### src/rtl/dma_pkg.sv
// Shared types and constants for the DMA channel I/O port.
package dma_pkg;

  typedef enum logic [1:0] {
    ST_IDLE  = 2'd0,
    ST_ARMED = 2'd1,
    ST_REQ   = 2'd2,
    ST_DONE  = 2'd3
  } dma_state_e;

  localparam logic DIR_DEV2MEM = 1'b0;
  localparam logic DIR_MEM2DEV = 1'b1;

  localparam int DMA_DW_DEFAULT = 8;

endpackage

### src/rtl/dma_sync_fifo.sv
// First-word fall-through FIFO; pop and push in the same cycle keep the count.
module dma_sync_fifo #(
  parameter int DW    = 8,
  parameter int DEPTH = 8
) (
  input  logic                       clk_i,
  input  logic                       rst_i,
  input  logic                       push_i,
  input  logic                       pop_i,
  input  logic                       flush_i,
  input  logic [DW-1:0]              din_i,
  output logic [DW-1:0]              head_o,
  output logic [$clog2(DEPTH):0]     count_o,
  output logic                       full_o,
  output logic                       empty_o,
  output logic                       ovf_pulse_o,
  output logic                       unf_pulse_o
);

  localparam int AW = $clog2(DEPTH);
  localparam int CW = AW + 1;
  localparam logic [CW-1:0] DEPTH_C = CW'(DEPTH);

  logic [DW-1:0] mem_q [DEPTH];
  logic [AW-1:0] wr_ptr_q, wr_ptr_d;
  logic [AW-1:0] rd_ptr_q, rd_ptr_d;
  logic [CW-1:0] count_q, count_d;
  logic          do_push, do_pop;

  assign full_o  = (count_q == DEPTH_C);
  assign empty_o = (count_q == '0);

  // A pop frees the slot, so a push into a full FIFO is accepted when paired with one.
  assign do_pop  = pop_i & ~empty_o;
  assign do_push = push_i & (~full_o | do_pop);

  assign ovf_pulse_o = push_i & full_o & ~do_pop;
  assign unf_pulse_o = pop_i & empty_o;

  assign head_o  = empty_o ? '0 : mem_q[rd_ptr_q];
  assign count_o = count_q;

  always_comb begin
    wr_ptr_d = wr_ptr_q;
    rd_ptr_d = rd_ptr_q;
    count_d  = count_q;
    if (flush_i) begin
      wr_ptr_d = '0;
      rd_ptr_d = '0;
      count_d  = '0;
    end else begin
      if (do_push) wr_ptr_d = wr_ptr_q + 1'b1;
      if (do_pop)  rd_ptr_d = rd_ptr_q + 1'b1;
      case ({do_push, do_pop})
        2'b10:   count_d = count_q + 1'b1;
        2'b01:   count_d = count_q - 1'b1;
        default: count_d = count_q;
      endcase
    end
  end

  always_ff @(posedge clk_i) begin
    if (rst_i) begin
      wr_ptr_q <= '0;
      rd_ptr_q <= '0;
      count_q  <= '0;
    end else begin
      wr_ptr_q <= wr_ptr_d;
      rd_ptr_q <= rd_ptr_d;
      count_q  <= count_d;
    end
  end

  always_ff @(posedge clk_i) begin
    if (do_push && !flush_i) mem_q[wr_ptr_q] <= din_i;
  end

endmodule

### src/rtl/dma_io_port.sv
// Device-side DMA channel port: buffers peripheral data and handshakes with the DMAC I/O side.
module dma_io_port
  import dma_pkg::*;
#(
  parameter int DW     = DMA_DW_DEFAULT,
  parameter int DEPTH  = 8,
  parameter int THRESH = 4
) (
  input  logic          CLK,
  input  logic          RST,
  input  logic          DIR,
  input  logic          CLR,
  input  logic          DEV_WR,
  input  logic [DW-1:0] DEV_DATA,
  input  logic          DEV_RD,
  output logic [DW-1:0] DEV_Q,
  output logic          DEV_FULL,
  output logic          DEV_EMPTY,
  output logic          DREQ,
  input  logic          DACK,
  input  logic          IOR,
  input  logic          IOW,
  input  logic          EOP,
  output logic [DW-1:0] BUS_DOUT,
  input  logic [DW-1:0] BUS_DIN,
  output logic          RDY,
  output logic          DONE,
  output logic          OVF,
  output logic          UNF
);

  localparam int CW = $clog2(DEPTH) + 1;
  localparam logic [CW-1:0] DEPTH_C  = CW'(DEPTH);
  localparam logic [CW-1:0] THRESH_C = CW'(THRESH);

  dma_state_e    state_q;
  logic          dir_q;
  logic          dreq_q, done_q, ovf_q, unf_q;

  logic          bus_pop, bus_push;
  logic          fifo_push, fifo_pop;
  logic [DW-1:0] fifo_din, fifo_head;
  logic [CW-1:0] fifo_count;
  logic          fifo_full, fifo_empty;
  logic          ovf_pulse, unf_pulse;
  logic          thresh_met, release_req, eop_hit;

  assign bus_pop  = DACK & IOR & (dir_q == DIR_DEV2MEM);
  assign bus_push = DACK & IOW & (dir_q == DIR_MEM2DEV);

  assign fifo_push = (dir_q == DIR_MEM2DEV) ? bus_push : DEV_WR;
  assign fifo_pop  = (dir_q == DIR_MEM2DEV) ? DEV_RD   : bus_pop;
  assign fifo_din  = (dir_q == DIR_MEM2DEV) ? BUS_DIN  : DEV_DATA;

  dma_sync_fifo #(
    .DW    (DW),
    .DEPTH (DEPTH)
  ) u_fifo (
    .clk_i       (CLK),
    .rst_i       (RST),
    .push_i      (fifo_push),
    .pop_i       (fifo_pop),
    .flush_i     (CLR),
    .din_i       (fifo_din),
    .head_o      (fifo_head),
    .count_o     (fifo_count),
    .full_o      (fifo_full),
    .empty_o     (fifo_empty),
    .ovf_pulse_o (ovf_pulse),
    .unf_pulse_o (unf_pulse)
  );

  // Thresholds look at the registered count, i.e. the count after the previous edge's update.
  assign thresh_met  = (dir_q == DIR_DEV2MEM) ? (fifo_count >= THRESH_C)
                                              : ((DEPTH_C - fifo_count) >= THRESH_C);
  assign release_req = (dir_q == DIR_DEV2MEM) ? fifo_empty : fifo_full;
  assign eop_hit     = DACK & EOP;

  always_ff @(posedge CLK) begin
    if (RST) begin
      state_q <= ST_IDLE;
      dir_q   <= DIR_DEV2MEM;
      dreq_q  <= 1'b0;
      done_q  <= 1'b0;
      ovf_q   <= 1'b0;
      unf_q   <= 1'b0;
    end else begin
      if (state_q == ST_IDLE) dir_q <= DIR;
      if (ovf_pulse) ovf_q <= 1'b1;
      // A device-side pop on empty is harmless; only a DMAC read on empty is an underflow.
      if (unf_pulse && dir_q == DIR_DEV2MEM) unf_q <= 1'b1;

      if (CLR) begin
        state_q <= ST_IDLE;
        dreq_q  <= 1'b0;
        done_q  <= 1'b0;
        ovf_q   <= 1'b0;
        unf_q   <= 1'b0;
      end else begin
        case (state_q)
          ST_IDLE: begin
            state_q <= ST_ARMED;
            dreq_q  <= 1'b0;
          end
          ST_ARMED: begin
            if (eop_hit) begin
              state_q <= ST_DONE;
              done_q  <= 1'b1;
              dreq_q  <= 1'b0;
            end else if (thresh_met) begin
              state_q <= ST_REQ;
              dreq_q  <= 1'b1;
            end
          end
          ST_REQ: begin
            if (eop_hit) begin
              state_q <= ST_DONE;
              done_q  <= 1'b1;
              dreq_q  <= 1'b0;
            end else if (release_req) begin
              state_q <= ST_ARMED;
              dreq_q  <= 1'b0;
            end
          end
          ST_DONE: begin
            dreq_q <= 1'b0;
          end
          default: begin
            state_q <= ST_IDLE;
            dreq_q  <= 1'b0;
          end
        endcase
      end
    end
  end

  assign RDY       = DACK & (((dir_q == DIR_DEV2MEM) & ~fifo_empty) |
                             ((dir_q == DIR_MEM2DEV) & ~fifo_full));
  assign BUS_DOUT  = fifo_head;
  assign DEV_Q     = fifo_head;
  assign DEV_FULL  = fifo_full;
  assign DEV_EMPTY = fifo_empty;
  assign DREQ      = dreq_q;
  assign DONE      = done_q;
  assign OVF       = ovf_q;
  assign UNF       = unf_q;

endmodule
### config.mk
export PLATFORM = sky130hd
export DESIGN_NAME = dma_io_port
export DESIGN_NICKNAME = d
export VERILOG_FILES = /design/src/rtl/dma_pkg.sv /design/src/rtl/dma_sync_fifo.sv /design/src/rtl/dma_io_port.sv
export SDC_FILE = /design/constraint.sdc
export NUM_CORES = 1
export LEC_CHECK = 0
export BUFFER_PORTS_ARGS = -buffer_cell sky130_fd_sc_hd__buf_2
export CAP_MARGIN = 20
export CORE_AREA = 2 2 100 102
export CTS_CLUSTER_SIZE = 25
export DETAILED_ROUTE_END_ITERATION = 6
export DIE_AREA = 0 0 102 104
export GPL_ROUTABILITY_DRIVEN = 0
export HOLD_SLACK_MARGIN = 0.02
export PLACE_DENSITY_LB_ADDON = 0.3
export SLEW_MARGIN = 20
export SYNTH_ARGS = -nofsm -noshare
export SYNTH_HDL_FRONTEND = slang
export SYNTH_SLANG_ARGS = --single-unit
export TNS_END_PERCENT = 20
### constraint.sdc
create_clock -name CLK -period 6 [get_ports CLK]
set_clock_uncertainty 0.15 [all_clocks]
set_input_delay 0.3 -clock CLK [delete_from_list [all_inputs] [get_ports CLK]]
set_output_delay 0.3 -clock CLK [all_outputs]
set_load 0.1 [all_outputs]
# == After elaboration in Yosys (flattened, before gate mapping) ==
# Memories as Yosys holds them, arrays and structs flattened. A register that Yosys moved wholly into a read port is not among the register bits.
# Cells that the tools add are included.
# Widths: inputs -> output; s select.
# word_totals
register_bits,17
mem_bits_rw,64
input_bits,26
output_inout_bits,23
wordCells,78
mem_count,1
# op_classes
n_addsub,5
n_lt_le_gt_ge,2
n_eq_ne,8
mux,21
bitwise_logic,19
n_reduce_logical,13
# memory_table
memory,depth,width,read_ports,rd_ports_with_merged_regs,wr,line_no,rtl
u_fifo.mem_q,8,8,1,1,1,dma_sync_fifo.sv:24,logic [DW-1:0] mem_q [DEPTH];
# ops
op,n
$mux 8,2
$and 1x1->1,13
$mux 1,10
$ge 4x3->1 const B,2
$mux 2,4
$pmux 4 s2,1
$add 3x1->3 const B,2
$eq 2x2->1 const B,3
$mux 3,2
$ne 3x3->1 const B,2
$pmux 2 s3,1
$reduce_or 2->1,3
$add 4x1->4 const B,1
$eq 2x1->1 const B,2
$eq 4x4->1 const B,1
$logic_not 4->1,1
$not 1->1,4
$reduce_and 2->1,2
$sub 4x1->4 const B,1
$sub 4x4->4 const A,1
$pmux 1 s3,1
$reduce_and 3->1,1
$reduce_bool 3->1,1
$logic_and 1x1->1,2
other kinds (4),5

# == Longest topological paths before layout ==
# Gate-level depths: netlist of run 1.
# logic_depth
ltp_word,9
mapped_depth,11
ltp_nobuf,10

# == Hierarchy ==
# Synthesis of run 1 repeated with hierarchy kept, for this count alone.
# unflattened
cells_unflattened,270
area_unflattened_um2,3881.2
# modules_own_cells
module,instances,cells_per_inst,area_per_inst_um2
dma_sync_fifo,1,195,3253.1
dma_io_port,1,75,628.1

# == Worst setup path before layout of run 1 ==
# Ideal clock, no wire load.
# synth_path
kind,register to output
from,reg u_fifo.count_q[0] (netlist: u_fifo.count_o[0])
to,out DEV_Q[0]
arrival_ps,3222
path_slack_ps,2328
stages_incl_launch_ff,5
path_buffers,2
cell_sequence,dfxtp_1 -> nor4_1 -> clkbuf_1 -> nor2_1 -> buf_4
# synth_via
elab_chain_len,2
# synth_lines
element,line_no,rtl
"start, declared",dma_sync_fifo.sv:27,"logic [CW-1:0] count_q, count_d;"
"start signal, assigned",dma_sync_fifo.sv:70,count_q <= count_d;
$logic_not 4->1,dma_sync_fifo.sv:31,assign empty_o = (count_q == '0);
net DEV_EMPTY,dma_io_port.sv:18,"output logic DEV_EMPTY,"
$mux 8,dma_sync_fifo.sv:40,assign head_o = empty_o ? '0 : mem_q[rd_ptr_q];
"end, declared",dma_io_port.sv:16,"output logic [DW-1:0] DEV_Q,"
# The timed path passes the listed nets, and every way through them passes these cells.

# == Final worst setup path of run 1 ==
# layout_path
from,reg dir_q
to,reg u_fifo.count_q[2] (netlist: u_fifo.count_o[2])
# layout_via
elab_chain_len,8
elab_cells_between_ends,12
# layout_lines
element,line_no,rtl
"start, declared",dma_io_port.sv:37,logic dir_q;
"start signal, assigned",dma_io_port.sv:82,dir_q <= DIR_DEV2MEM;
"start signal, assigned",dma_io_port.sv:88,if (state_q == ST_IDLE) dir_q <= DIR;
$not 1->1,dma_io_port.sv:48,assign bus_pop = DACK & IOR & (dir_q == DIR_DEV2MEM);
$and 1x1->1,dma_io_port.sv:48,
$mux 1,dma_io_port.sv:52,assign fifo_pop = (dir_q == DIR_MEM2DEV) ? DEV_RD : bus_pop;
$and 1x1->1,dma_sync_fifo.sv:34,assign do_pop = pop_i & ~empty_o;
$or 1x1->1,dma_sync_fifo.sv:35,assign do_push = push_i & (~full_o | do_pop);
$and 1x1->1,dma_sync_fifo.sv:35,
$eq 2x1->1 or $eq 2x2->1 (tied branches),dma_sync_fifo.sv:54,"case ({do_push, do_pop})"
$pmux 4 s2 or $reduce_bool 2->1 (tied branches),-,
# Parallel ways exist; a longest one is shown, timed or not.
# A chain may end at the register's enable or synchronous reset.

==> load_flow_metrics.sql, run 1 <==
INSERT INTO impl_metrics (metric_group, metric, value, unit) VALUES
('clocking', 'worst_setup_hold_path_clk_slew', '0.08', 'ns'),
('pwr', 'post-layout-total-power', '1.14', 'mW'),
('yosys', 'synthesis.area', '0.00369', 'mm^2'),
('pwr', 'pwr_density_cell', '272', 'mW/mm^2'),
('routing', 'drtIter0Drc', '105', ''),
('routing', 'route.met2.wl', '3.29', 'mm'),
('routing', 'wl', '6.96', 'mm'),
('yosys', 'synth_top_flop_cell', 'sky130_fd_sc_hd__edfxtp_1', ''),
('routing', 'antenna_viol_nets_final', '0', ''),
('sta', 'slew_at_the_pin_closest_to_its_max_slew_limit', '0.887', 'ns'),
('yosys', 'proportion_of_register_bits_with_asynchronous_set_or_reset_after_synthesis', '0', '%'),
('layout', 'final_cell_area', '0.00419', 'mm^2'),
('setup_path', 'worstPathBufferInverterCount', '1', ''),
('routing', 'firstDrtPassIters', '4', ''),
('layout', 'drive_above_1_share', '34.0', '%'),
('sta', 'setup-violations-final', '0', ''),
('clocking', 'numCtsBuffers', '9', ''),
('yosys', 'synthTopCellsByArea', 'sky130_fd_sc_hd__edfxtp_1, sky130_fd_sc_hd__dfxtp_1, sky130_fd_sc_hd__mux4_2, sky130_fd_sc_hd__ha_1, sky130_fd_sc_hd__mux2i_1', ''),
('yosys', 'synth_sequential_area_ratio', '63.0', '%'),
('layout', 'antenna_cells_inserted', '0', ''),
('place', 'dpl.hpwl', '4.66', 'mm'),
('routing', 'routed-wl-met3', '301', 'um'),
('clocking', 'clock_latency', '0.35', 'ns'),
('setup_path', 'path_cells', 'nand2_1 -> a32oi_1 -> inv_2 -> ha_1 -> xor2_1 -> ha_1 -> a21oi_1 -> xor2_1 -> or3_1 -> a21oi_1', ''),
('setup_path', 'cp_slowest_cell', 'sky130_fd_sc_hd__dfxtp_1', ''),
('clocking', 'clockRootBuffer', 'sky130_fd_sc_hd__clkbuf_8', ''),
('grt', 'antenna_found_initial', '0', ''),
('clocking', 'postCtsResizedCells', '0', ''),
('setup_path', 'critPathKind', 'flop to flop', ''),
('pwr', 'vdd_ir_drop_max', '0.123', 'mV'),
('sta', 'unrepaired_setup_endpoints_after_global_routing', 'false', ''),
('setup_path', 'critical_path_depth', '10', ''),
('min_path', 'min_path_type', 'input pin to flop', ''),
('setup_path', 'critical-path-top-delay-family', 'flip-flops', ''),
('routing', 'drt-wirelength-per-cell', '16.2', 'um'),
('place', 'port_buffers', '48', ''),
('floorplanning', 'initial_utilization', '38.6', '%'),
('status', 'run_status', 'finished, final reports clean', ''),
('layout', 'final_core_utilization', '43.9', '%'),
('yosys', 'number_of_warnings_issued_by_yosys', '0', ''),
('grt', 'grt_pass1_wl', '11.1', 'mm'),
('yosys', 'synth_fp_nets', '284', ''),
('sta', 'finalHoldViolCount', '0', ''),
('floorplanning', 'die_x', '102', 'um'),
('setup_path', 'worst_setup_path_start_kind', 'flop', ''),
('run', 'maxCapViolCount', '0', ''),
('yosys', 'postSynthAreaPerCell', '14.8', 'um^2'),
('setup_path', 'critPathRequiredTime', '6.13', 'ns'),
('routing', 'drc', '0', ''),
('yosys', 'synth.top_cells.by_count', 'sky130_fd_sc_hd__edfxtp_1, sky130_fd_sc_hd__nor2_1, sky130_fd_sc_hd__dfxtp_1', ''),
('grt', 'first_global_vias', '2095', ''),
('floorplanning', 'placementRows', '36', ''),
('pwr', 'p_leak', '1.46', 'nW'),
('floorplanning', 'placeableCoreArea', '0.00955', 'mm^2'),
('sta', 'setup_total_negative_slack', '0', 'ns'),
('setup_path', 'type_of_destination_of_the_critical_path', 'flop', ''),
('layout', 'layout-area-overhead-vs-synth', '13.7', '%'),
('routing', 'post_drt_via_cell_ratio', '4.90', ''),
('clocking', 'htree_levels', '3', ''),
('yosys', 'postSynthCellCount', '249', ''),
('yosys', 'number_of_enable_type_register_cells_in_the_synthesized_netlist', '64', ''),
('sta', 'final.hold.worst_slack', '0.0460', 'ns'),
('setup_path', 'highest_net_fanout_along_the_worst_path', '18', ''),
('place', 'place_area', '0.00401', 'mm^2'),
('floorplanning', 'floorplan.io_pins', '49', ''),
('grt', 'grt_max_degree', '19', ''),
('sta', 'maxSlewViolCount', '0', ''),
('floorplanning', 'die_height', '104', 'um'),
('yosys', 'synth_top_area_share', '52.1', '%'),
('clocking', 'cts_num_sinks', '84', ''),
('floorplanning', 'fp.dieArea', '0.0106', 'mm^2');
## power breakdown
group | internal (mW) | switching (mW) | total (mW)
Combinational | 0.0371 | 0.104 | 0.141
Sequential | 0.636 | 0.00915 | 0.645
Clock | 0.151 | 0.205 | 0.356
## per-layer routing
layer  GRT usage, %  up-vias
met5              0        -
met4           4.10        0
met3           3.97        7
met2           21.4       52
met1           19.9     1034
li1               -     1013
## flip-flops by register name, summed over array words and instances, names as in the netlist, named ones only
name,flops
state_q,2
u_fifo.rd_ptr_q,3
UNF,1
DREQ,1
u_fifo.mem_q,64
OVF,1
u_fifo.wr_ptr_q,3
DONE,1
dir_q,1
u_fifo.count_o,4
## final cells by class
class                   instances  area [um^2]
clock inverters                 7         50.0
clock buffers                   9          124
inverters                       6         22.5
well taps                     133          166
repair buffers                 52          273
fillers                       896         5360
multi-input cells             139         1230
flip-flops and latches         84         2320
## per-stage QoR
| step | std cells | setup slack [ns] |
|---|---|---|
| 2_1_floorplan | 249 | 2.33 |
| 3_3_place_gp | 413 | 2.93 |
| 3_5_place_dp | 413 | 2.82 |
| 4_1_cts | 430 | 2.80 |
| 5_1_grt | 430 | 2.53 |
| 6_report | 430 | 2.78 |
## path summary, 6_finish.rpt
kind / from / endpoint / slack, ns
setup / recovery: dir_q$_SDFFE_PP0N_ / u_fifo.count_o[2]$_SDFFE_PP0P_ / 2.78
hold / removal: DIR / dir_q$_SDFFE_PP0N_ / 0.05
setup reg to reg: dir_q$_SDFFE_PP0N_ / u_fifo.count_o[2]$_SDFFE_PP0P_ / 2.78
hold reg to reg: UNF$_SDFFE_PP0P_ / UNF$_SDFFE_PP0P_ / 0.33
## logic make-up (layout without fill, tap and decap cells)
kind of cell    count (synthesis)  in the layout  share of synthesized area (%)
mux                            35             35                           15.2
compound gates                 28             28                           4.95
xor+xnor                        8              8                           1.90
simple gates                   59             59                           8.18
buf+inv                        26             74                           3.77
fa+ha+maj                       9              9                           3.05
flops                          84             84                           63.0
## tightest hold or removal path, delay by kind of cell
family                 cells  cell delay, ns
buffers and inverters      1            0.08
muxes                      1            0.05
and+or+nand+nor            1            0.08
## cell usage in the layout, fill, tap and decap left out, types with 2 or more instances in the layout
cell | synthesis | routed
sky130_fd_sc_hd__edfxtp_1 | 64 | 64
sky130_fd_sc_hd__buf_2 | 3 | 48
sky130_fd_sc_hd__nor2_1 | 28 | 28
sky130_fd_sc_hd__dfxtp_1 | 20 | 19
sky130_fd_sc_hd__mux4_2 | 16 | 16
sky130_fd_sc_hd__a21oi_1 | 14 | 14
sky130_fd_sc_hd__nand2_1 | 11 | 11
sky130_fd_sc_hd__mux2i_1 | 11 | 11
sky130_fd_sc_hd__ha_1 | 9 | 9
sky130_fd_sc_hd__clkbuf_8 | 0 | 9
sky130_fd_sc_hd__mux2_2 | 8 | 8
sky130_fd_sc_hd__xor2_1 | 5 | 5
sky130_fd_sc_hd__inv_1 | 5 | 5
sky130_fd_sc_hd__o21ai_0 | 5 | 5
sky130_fd_sc_hd__nand3b_1 | 3 | 3
sky130_fd_sc_hd__xnor2_1 | 3 | 3
sky130_fd_sc_hd__clkinvlp_4 | 0 | 3
sky130_fd_sc_hd__buf_4 | 10 | 3
sky130_fd_sc_hd__nand2b_1 | 2 | 2
sky130_fd_sc_hd__nand3_1 | 2 | 2
sky130_fd_sc_hd__nor4_1 | 3 | 2
sky130_fd_sc_hd__inv_6 | 0 | 2
sky130_fd_sc_hd__clkinv_2 | 0 | 2
Note: power is estimated with default switching activity, not from simulation.
==> run 2: changes to the inputs <==
==> constraint.sdc (replaced) <==
create_clock -name CLK -period 2.9 [get_ports CLK]
set_clock_uncertainty 0.15 [all_clocks]
set_input_delay 0.145 -clock CLK [delete_from_list [all_inputs] [get_ports CLK]]
set_output_delay 0.145 -clock CLK [all_outputs]
set_load 0.1 [all_outputs]
==> load_flow_metrics.sql, run 2 (synthesis gave the netlist of run 1 again) <==
INSERT INTO impl_metrics (metric_group, metric, value, unit) VALUES
('routing', 'drc', '0', ''),
('sta', 'timing.max_slew.rel_slack', '59.1', '%'),
('layout', 'layout-area-overhead-vs-synth', '18.0', '%'),
('pwr', 'p_leak', '1.54', 'nW'),
('layout', 'most_frequent_standard_cell_in_the_layout_excluding_fill_and_tap_cells', 'sky130_fd_sc_hd__edfxtp_1', ''),
('floorplanning', 'die_height', '104', 'um'),
('clocking', 'cts_tree', 'yes', ''),
('layout', 'final_core_utilization', '45.6', '%'),
('clocking', 'worst_setup_hold_path_clk_slew', '0.09', 'ns'),
('grt', 'grt_max_degree', '18', ''),
('layout', 'largest_register', 'u_fifo.mem_q', ''),
('clocking', 'clock_latency', '0.35', 'ns'),
('setup_path', 'crit_arrival', '2.74', 'ns'),
('pwr', 'post-layout-total-power', '2.39', 'mW'),
('sta', 'maxSlewViolCount', '0', ''),
('floorplanning', 'placeableCoreArea', '0.00955', 'mm^2'),
('grt', 'globalRouteTotalUtil', '14.4', '%'),
('status', 'run_status', 'finished, final reports clean', ''),
('sta', 'unrepaired_setup_endpoints_after_global_routing', 'false', ''),
('setup_path', 'worst_setup_path_start_kind', 'flop', ''),
('layout', 'antenna_cells_inserted', '0', ''),
('routing', 'drtIter0Drc', '100', ''),
('layout', 'drive_above_1_share', '39.4', '%'),
('place', 'dp_worst_setup_slack', '0.316', 'ns'),
('place', 'dpl.hpwl', '4.81', 'mm'),
('grt', 'grt_pass1_wl', '11.4', 'mm'),
('floorplanning', 'fp.dieArea', '0.0106', 'mm^2'),
('floorplanning', 'die_x', '102', 'um'),
('pwr', 'vdd_ir_drop_max', '0.246', 'mV'),
('clocking', 'htree_levels', '3', ''),
('routing', 'via_count', '2112', ''),
('routing', 'firstDrtPassIters', '4', ''),
('routing', 'antenna_viol_nets_final', '0', ''),
('routing', 'drt-wirelength-per-cell', '16.0', 'um'),
('layout', 'fill_cells', '881', ''),
('layout', 'final_nets', '342', ''),
('clocking', 'max-clock-path-buffers', '2', ''),
('setup_path', 'critPathRequiredTime', '3.04', 'ns'),
('sta', 'setup-violations-final', '0', ''),
('min_path', 'min_path_type', 'input pin to flop', ''),
('grt', 'grt_overflow', '0', ''),
('setup_path', 'highest_net_fanout_along_the_worst_path', '10', ''),
('clocking', 'clockRootBuffer', 'sky130_fd_sc_hd__clkbuf_8', ''),
('run', 'maxCapViolCount', '0', ''),
('setup_path', 'critPathKind', 'flop to flop', ''),
('clocking', 'numCtsBuffers', '9', ''),
('sta', 'finalCriticalPeriod', '2.60', 'ns'),
('clocking', 'cts_num_sinks', '84', ''),
('floorplanning', 'initial_utilization', '38.6', '%'),
('sta', 'fin_crit_sh', '89.6', '%'),
('routing', 'post_drt_via_cell_ratio', '4.75', ''),
('sta', 'finalHoldViolCount', '0', ''),
('sta', 'layout_setup_ws', '0.301', 'ns'),
('sta', 'slew_at_the_pin_closest_to_its_max_slew_limit', '0.613', 'ns'),
('layout', 'layout_common_cells', 'sky130_fd_sc_hd__edfxtp_1, sky130_fd_sc_hd__buf_2, sky130_fd_sc_hd__nor2_1, sky130_fd_sc_hd__dfxtp_1, sky130_fd_sc_hd__buf_4', ''),
('floorplanning', 'floorplan.io_pins', '49', ''),
('layout', 'number_of_flip_flops_under_the_largest_register_name', '64', ''),
('sta', 'timing.fmax', '385', 'MHz'),
('setup_path', 'type_of_destination_of_the_critical_path', 'flop', ''),
('grt', 'antenna_found_initial', '0', ''),
('routing', 'wl', '7.10', 'mm'),
('floorplanning', 'placementRows', '36', ''),
('grt', 'first_global_vias', '2186', ''),
('pwr', 'pwr_density_cell', '548', 'mW/mm^2'),
('place', 'port_buffers', '48', '');
==> run 2: changes by cell type in the layout (fill, tap and decap cells not counted), moves of 2 or more <==
cell	previous run	this run
sky130_fd_sc_hd__buf_4	3	17
sky130_fd_sc_hd__nor4_1	2	0
sky130_fd_sc_hd__nor4_2	1	3
sky130_fd_sc_hd__ha_1	9	7
sky130_fd_sc_hd__nor2_1	28	24
sky130_fd_sc_hd__nor2_2	0	4
==> run 2: final timing paths <==
check                                  from                              to  slack (ns)  depth (start not counted)
max          u_fifo.count_o[2]$_SDFFE_PP0P_  u_fifo.count_o[2]$_SDFFE_PP0P_        0.30                         10
min                             DEV_DATA[6]    u_fifo.mem_q[5][6]$_DFFE_PP_        0.06                          2
max reg2reg  u_fifo.count_o[2]$_SDFFE_PP0P_  u_fifo.count_o[2]$_SDFFE_PP0P_        0.30                         10
min reg2reg                UNF$_SDFFE_PP0P_                UNF$_SDFFE_PP0P_        0.34                          2
==> run 2: per-stage QoR <==
stage | cells | instance area [um^2] | setup TNS, ns | hold slack [ns]
floorplan | 249 | 3730 | -2.71 | 0.0674
global placement | 427 | 4160 | 0 | 0.199
detailed placement | 427 | 4160 | 0 | 0.195
CTS | 445 | 4350 | 0 | 0.0408
global route | 445 | 4350 | 0 | 0.0542
finish | 445 | 4350 | 0 | 0.0573
==> run 2: repair_timing <==
item                      4_1_cts  5_1_grt
setup buffers                   0        0
hold endpoints to repair        1        0
hold buffers                    2        0
resized for setup               0        0
==> run 2: layout make-up <==
class	count	area [um^2]	share of cell area, %
sequential	84	2320	53.4
multi-input combinational	139	1280	29.4
timing repair buffer	67	388	8.91
tap	133	166	3.82
clock buffer	9	124	2.85
clock inverter	7	50.0	1.15
inverter	6	22.5	0.517
==> run 2: where the power goes <==
part / internal, mW / total (mW) / leakage, nW / switching (mW)
Sequential: 1.32 / 1.33 / 0.740 / 0.0124
Combinational: 0.0835 / 0.310 / 0.719 / 0.227
Clock: 0.314 / 0.747 / 0.0837 / 0.433
==> run 2: metal layers <==
metal	share of wire, %	track usage [%]	wire length [um]	vias to the layer above
met5	0	0	0	-
met4	1.1	4.00	79	0
met3	4.0	4.23	283	6
met2	49	23.4	3450	57
met1	46	18.8	3290	1010
li1	-	-	-	1039
==> run 2: critical path: stages, from the launching register on <==
cell and delay, ns:
sky130_fd_sc_hd__dfxtp_1 0.43, sky130_fd_sc_hd__nor4b_4 0.42, sky130_fd_sc_hd__a32oi_2 0.24, sky130_fd_sc_hd__inv_2 0.15, sky130_fd_sc_hd__ha_4 0.16, sky130_fd_sc_hd__xor2_1 0.17, sky130_fd_sc_hd__ha_2 0.19, sky130_fd_sc_hd__a21oi_1 0.04
sky130_fd_sc_hd__xor2_1 0.17, sky130_fd_sc_hd__or3_1 0.30, sky130_fd_sc_hd__a21oi_1 0.12
==> run 3: changes to the inputs <==
--- a/config.mk
+++ b/config.mk
@@ -8,12 +8,12 @@
 export BUFFER_PORTS_ARGS = -buffer_cell sky130_fd_sc_hd__buf_2
 export CAP_MARGIN = 20
 export CORE_AREA = 2 2 100 102
-export CTS_CLUSTER_SIZE = 25
 export DETAILED_ROUTE_END_ITERATION = 6
 export DIE_AREA = 0 0 102 104
 export GPL_ROUTABILITY_DRIVEN = 0
 export HOLD_SLACK_MARGIN = 0.02
 export PLACE_DENSITY_LB_ADDON = 0.3
+export RECOVER_POWER = 25
 export SLEW_MARGIN = 20
 export SYNTH_ARGS = -nofsm -noshare
 export SYNTH_HDL_FRONTEND = slang
==> load_flow_metrics.sql, run 3 (synthesis gave the netlist of run 1 again) <==
INSERT INTO impl_metrics (metric_group, metric, value, unit) VALUES
('grt', 'grt_use_met2', '23.4', '%'),
('grt', 'globalRouteTotalUtil', '14.4', '%'),
('setup_path', 'crit_arrival', '2.34', 'ns'),
('pwr', 'vdd_ir_drop_max', '0.245', 'mV'),
('floorplanning', 'placeableCoreArea', '0.00955', 'mm^2'),
('place', 'dpl.hpwl', '4.81', 'mm'),
('setup_path', 'critPathKind', 'flop to output pin', ''),
('setup_path', 'type_of_destination_of_the_critical_path', 'output pin', ''),
('clocking', 'numCtsBuffers', '9', ''),
('clocking', 'worst_setup_hold_path_clk_slew', '0.09', 'ns'),
('floorplanning', 'fp.dieArea', '0.0106', 'mm^2'),
('setup_path', 'r2r_cells', '10', ''),
('place', 'placedCellCount', '427', ''),
('clocking', 'postCtsResizedCells', '0', ''),
('layout', 'final_core_utilization', '45.5', '%'),
('sta', 'final.hold.worst_slack', '0.0567', 'ns'),
('grt', 'grt_max_degree', '18', ''),
('floorplanning', 'die_x', '102', 'um'),
('sta', 'setup_total_negative_slack', '0', 'ns'),
('setup_path', 'reg2reg_to', 'u_fifo.count_o[2]$_SDFFE_PP0P_', ''),
('grt', 'met1_track_usage_gr', '18.8', '%'),
('min_path', 'whs_path_depth', '2', ''),
('layout', 'final_cell_area', '0.00434', 'mm^2'),
('layout', 'multi_input_area', '0.00128', 'mm^2'),
('layout', 'layout_common_cells', 'sky130_fd_sc_hd__edfxtp_1, sky130_fd_sc_hd__buf_2, sky130_fd_sc_hd__nor2_1, sky130_fd_sc_hd__dfxtp_1, sky130_fd_sc_hd__mux4_2', ''),
('min_path', 'worst_hold_path.endpoint', 'u_fifo.mem_q[0][7]$_DFFE_PP_', ''),
('place', 'dp_worst_setup_slack', '0.316', 'ns'),
('routing', 'drt-wirelength-per-cell', '15.9', 'um'),
('grt', 'grt_overflow', '0', ''),
('routing', 'antenna_viol_nets_final', '0', ''),
('layout', 'largest_register', 'u_fifo.mem_q', ''),
('routing', 'post_drt_via_cell_ratio', '4.79', ''),
('place', 'place_area', '0.00416', 'mm^2'),
('clocking', 'clock_latency', '0.35', 'ns'),
('setup_path', 'register_to_register_path_setup_slack', '0.30', 'ns'),
('clocking', 'cts_num_sinks', '84', ''),
('grt', 'antenna_found_initial', '0', ''),
('pwr', 'p_leak', '1.52', 'nW'),
('run', 'maxCapViolCount', '0', ''),
('setup_path', 'crit_start', 'u_fifo.count_o[1]$_SDFFE_PP0P_', ''),
('layout', 'fill_cells', '887', ''),
('clocking', 'clockRootBuffer', 'sky130_fd_sc_hd__clkbuf_8', ''),
('grt', 'gr-usage-met3', '4.23', '%'),
('sta', 'layout_setup_ws', '0.261', 'ns'),
('setup_path', 'timing.rr.start', 'u_fifo.count_o[2]$_SDFFE_PP0P_', ''),
('sta', 'unrepaired_setup_endpoints_after_global_routing', 'false', ''),
('floorplanning', 'placementRows', '36', ''),
('clocking', 'htree_levels', '3', ''),
('setup_path', 'highest_net_fanout_along_the_worst_path', '10', ''),
('sta', 'finalCriticalPeriod', '2.64', 'ns'),
('layout', 'drive_above_1_share', '35.6', '%'),
('place', 'port_buffers', '48', ''),
('floorplanning', 'die_height', '104', 'um'),
('layout', 'number_of_flip_flops_under_the_largest_register_name', '64', ''),
('clocking', 'max-clock-path-buffers', '2', ''),
('clocking', 'cts_tree', 'yes', ''),
('clocking', 'cts_hold_buffers', '2', ''),
('grt', 'first_global_vias', '2186', ''),
('setup_path', 'critPathRequiredTime', '2.61', 'ns'),
('min_path', 'min_path_type', 'input pin to flop', ''),
('layout', 'most_frequent_standard_cell_in_the_layout_excluding_fill_and_tap_cells', 'sky130_fd_sc_hd__edfxtp_1', ''),
('min_path', 'hold_start', 'BUS_DIN[7]', ''),
('setup_path', 'worst_setup_path_start_kind', 'flop', ''),
('layout', 'final-instance-count-excl-fill', '445', ''),
('layout', 'antenna_cells_inserted', '0', ''),
('sta', 'slew_at_the_pin_closest_to_its_max_slew_limit', '1.18', 'ns'),
('floorplanning', 'initial_utilization', '38.6', '%'),
('sta', 'setup-violations-final', '0', ''),
('layout', 'layout-area-overhead-vs-synth', '17.7', '%'),
('routing', 'drc', '0', ''),
('routing', 'wl', '7.07', 'mm'),
('sta', 'timing.max_slew.rel_slack', '21.8', '%'),
('floorplanning', 'floorplan.io_pins', '49', ''),
('sta', 'finalHoldViolCount', '0', ''),
('sta', 'timing.fmax', '379', 'MHz'),
('clocking', 'postCtsSetupBuffers', '0', ''),
('routing', 'via_count', '2130', ''),
('routing', 'drtIter0Drc', '98', ''),
('status', 'run_status', 'finished, final reports clean', ''),
('sta', 'fin_crit_sh', '91.0', '%'),
('grt', 'grt-busiest-layer', 'met2', ''),
('pwr', 'pwr_density_cell', '548', 'mW/mm^2'),
('routing', 'firstDrtPassIters', '4', ''),
('pwr', 'post-layout-total-power', '2.38', 'mW'),
('layout', 'final_nets', '342', ''),
('sta', 'maxSlewViolCount', '0', ''),
('grt', 'grt_pass1_wl', '11.4', 'mm'),
('layout', 'regArea', '0.00232', 'mm^2');
run 3: worst max-delay path by stage:
stage and end:
6_report DEV_EMPTY, 5_1_grt u_fifo.count_o[2]$_SDFFE_PP0P_, 4_1_cts DEV_Q[4], 3_5_place_dp u_fifo.count_o[2]$_SDFFE_PP0P_, 3_3_place_gp u_fifo.count_o[2]$_SDFFE_PP0P_, 2_1_floorplan u_fifo.count_o[2]$_SDFFE_PP0P_
run 3: worst max-delay path: stages (launching register included):
cell and delay [ns]:
sky130_fd_sc_hd__dfxtp_1 0.45, sky130_fd_sc_hd__nor4_2 0.33, sky130_fd_sc_hd__clkbuf_1 0.65, sky130_fd_sc_hd__buf_2 0.56
run 3: per-layer routing:
layer	routed length, um	part of all wire (%)
met2	3440	49
met1	3240	46
met3	333	4.7
met4	64	0.91
met5	0	0
run 3: power by group:
part	total (mW)	internal [mW]	switching, mW
combinational	0.305	0.0790	0.226
clock	0.744	0.314	0.430
sequential	1.33	1.32	0.0125
total	2.38	1.71	0.669
run 3: layout make-up:
type	count	area share (%)
multi-input combinational	139	29.5
inverter	6	0.519
sequential	84	53.5
timing repair buffer	67	8.65
clock buffer	9	2.85
tap	133	3.83
clock inverter	7	1.15
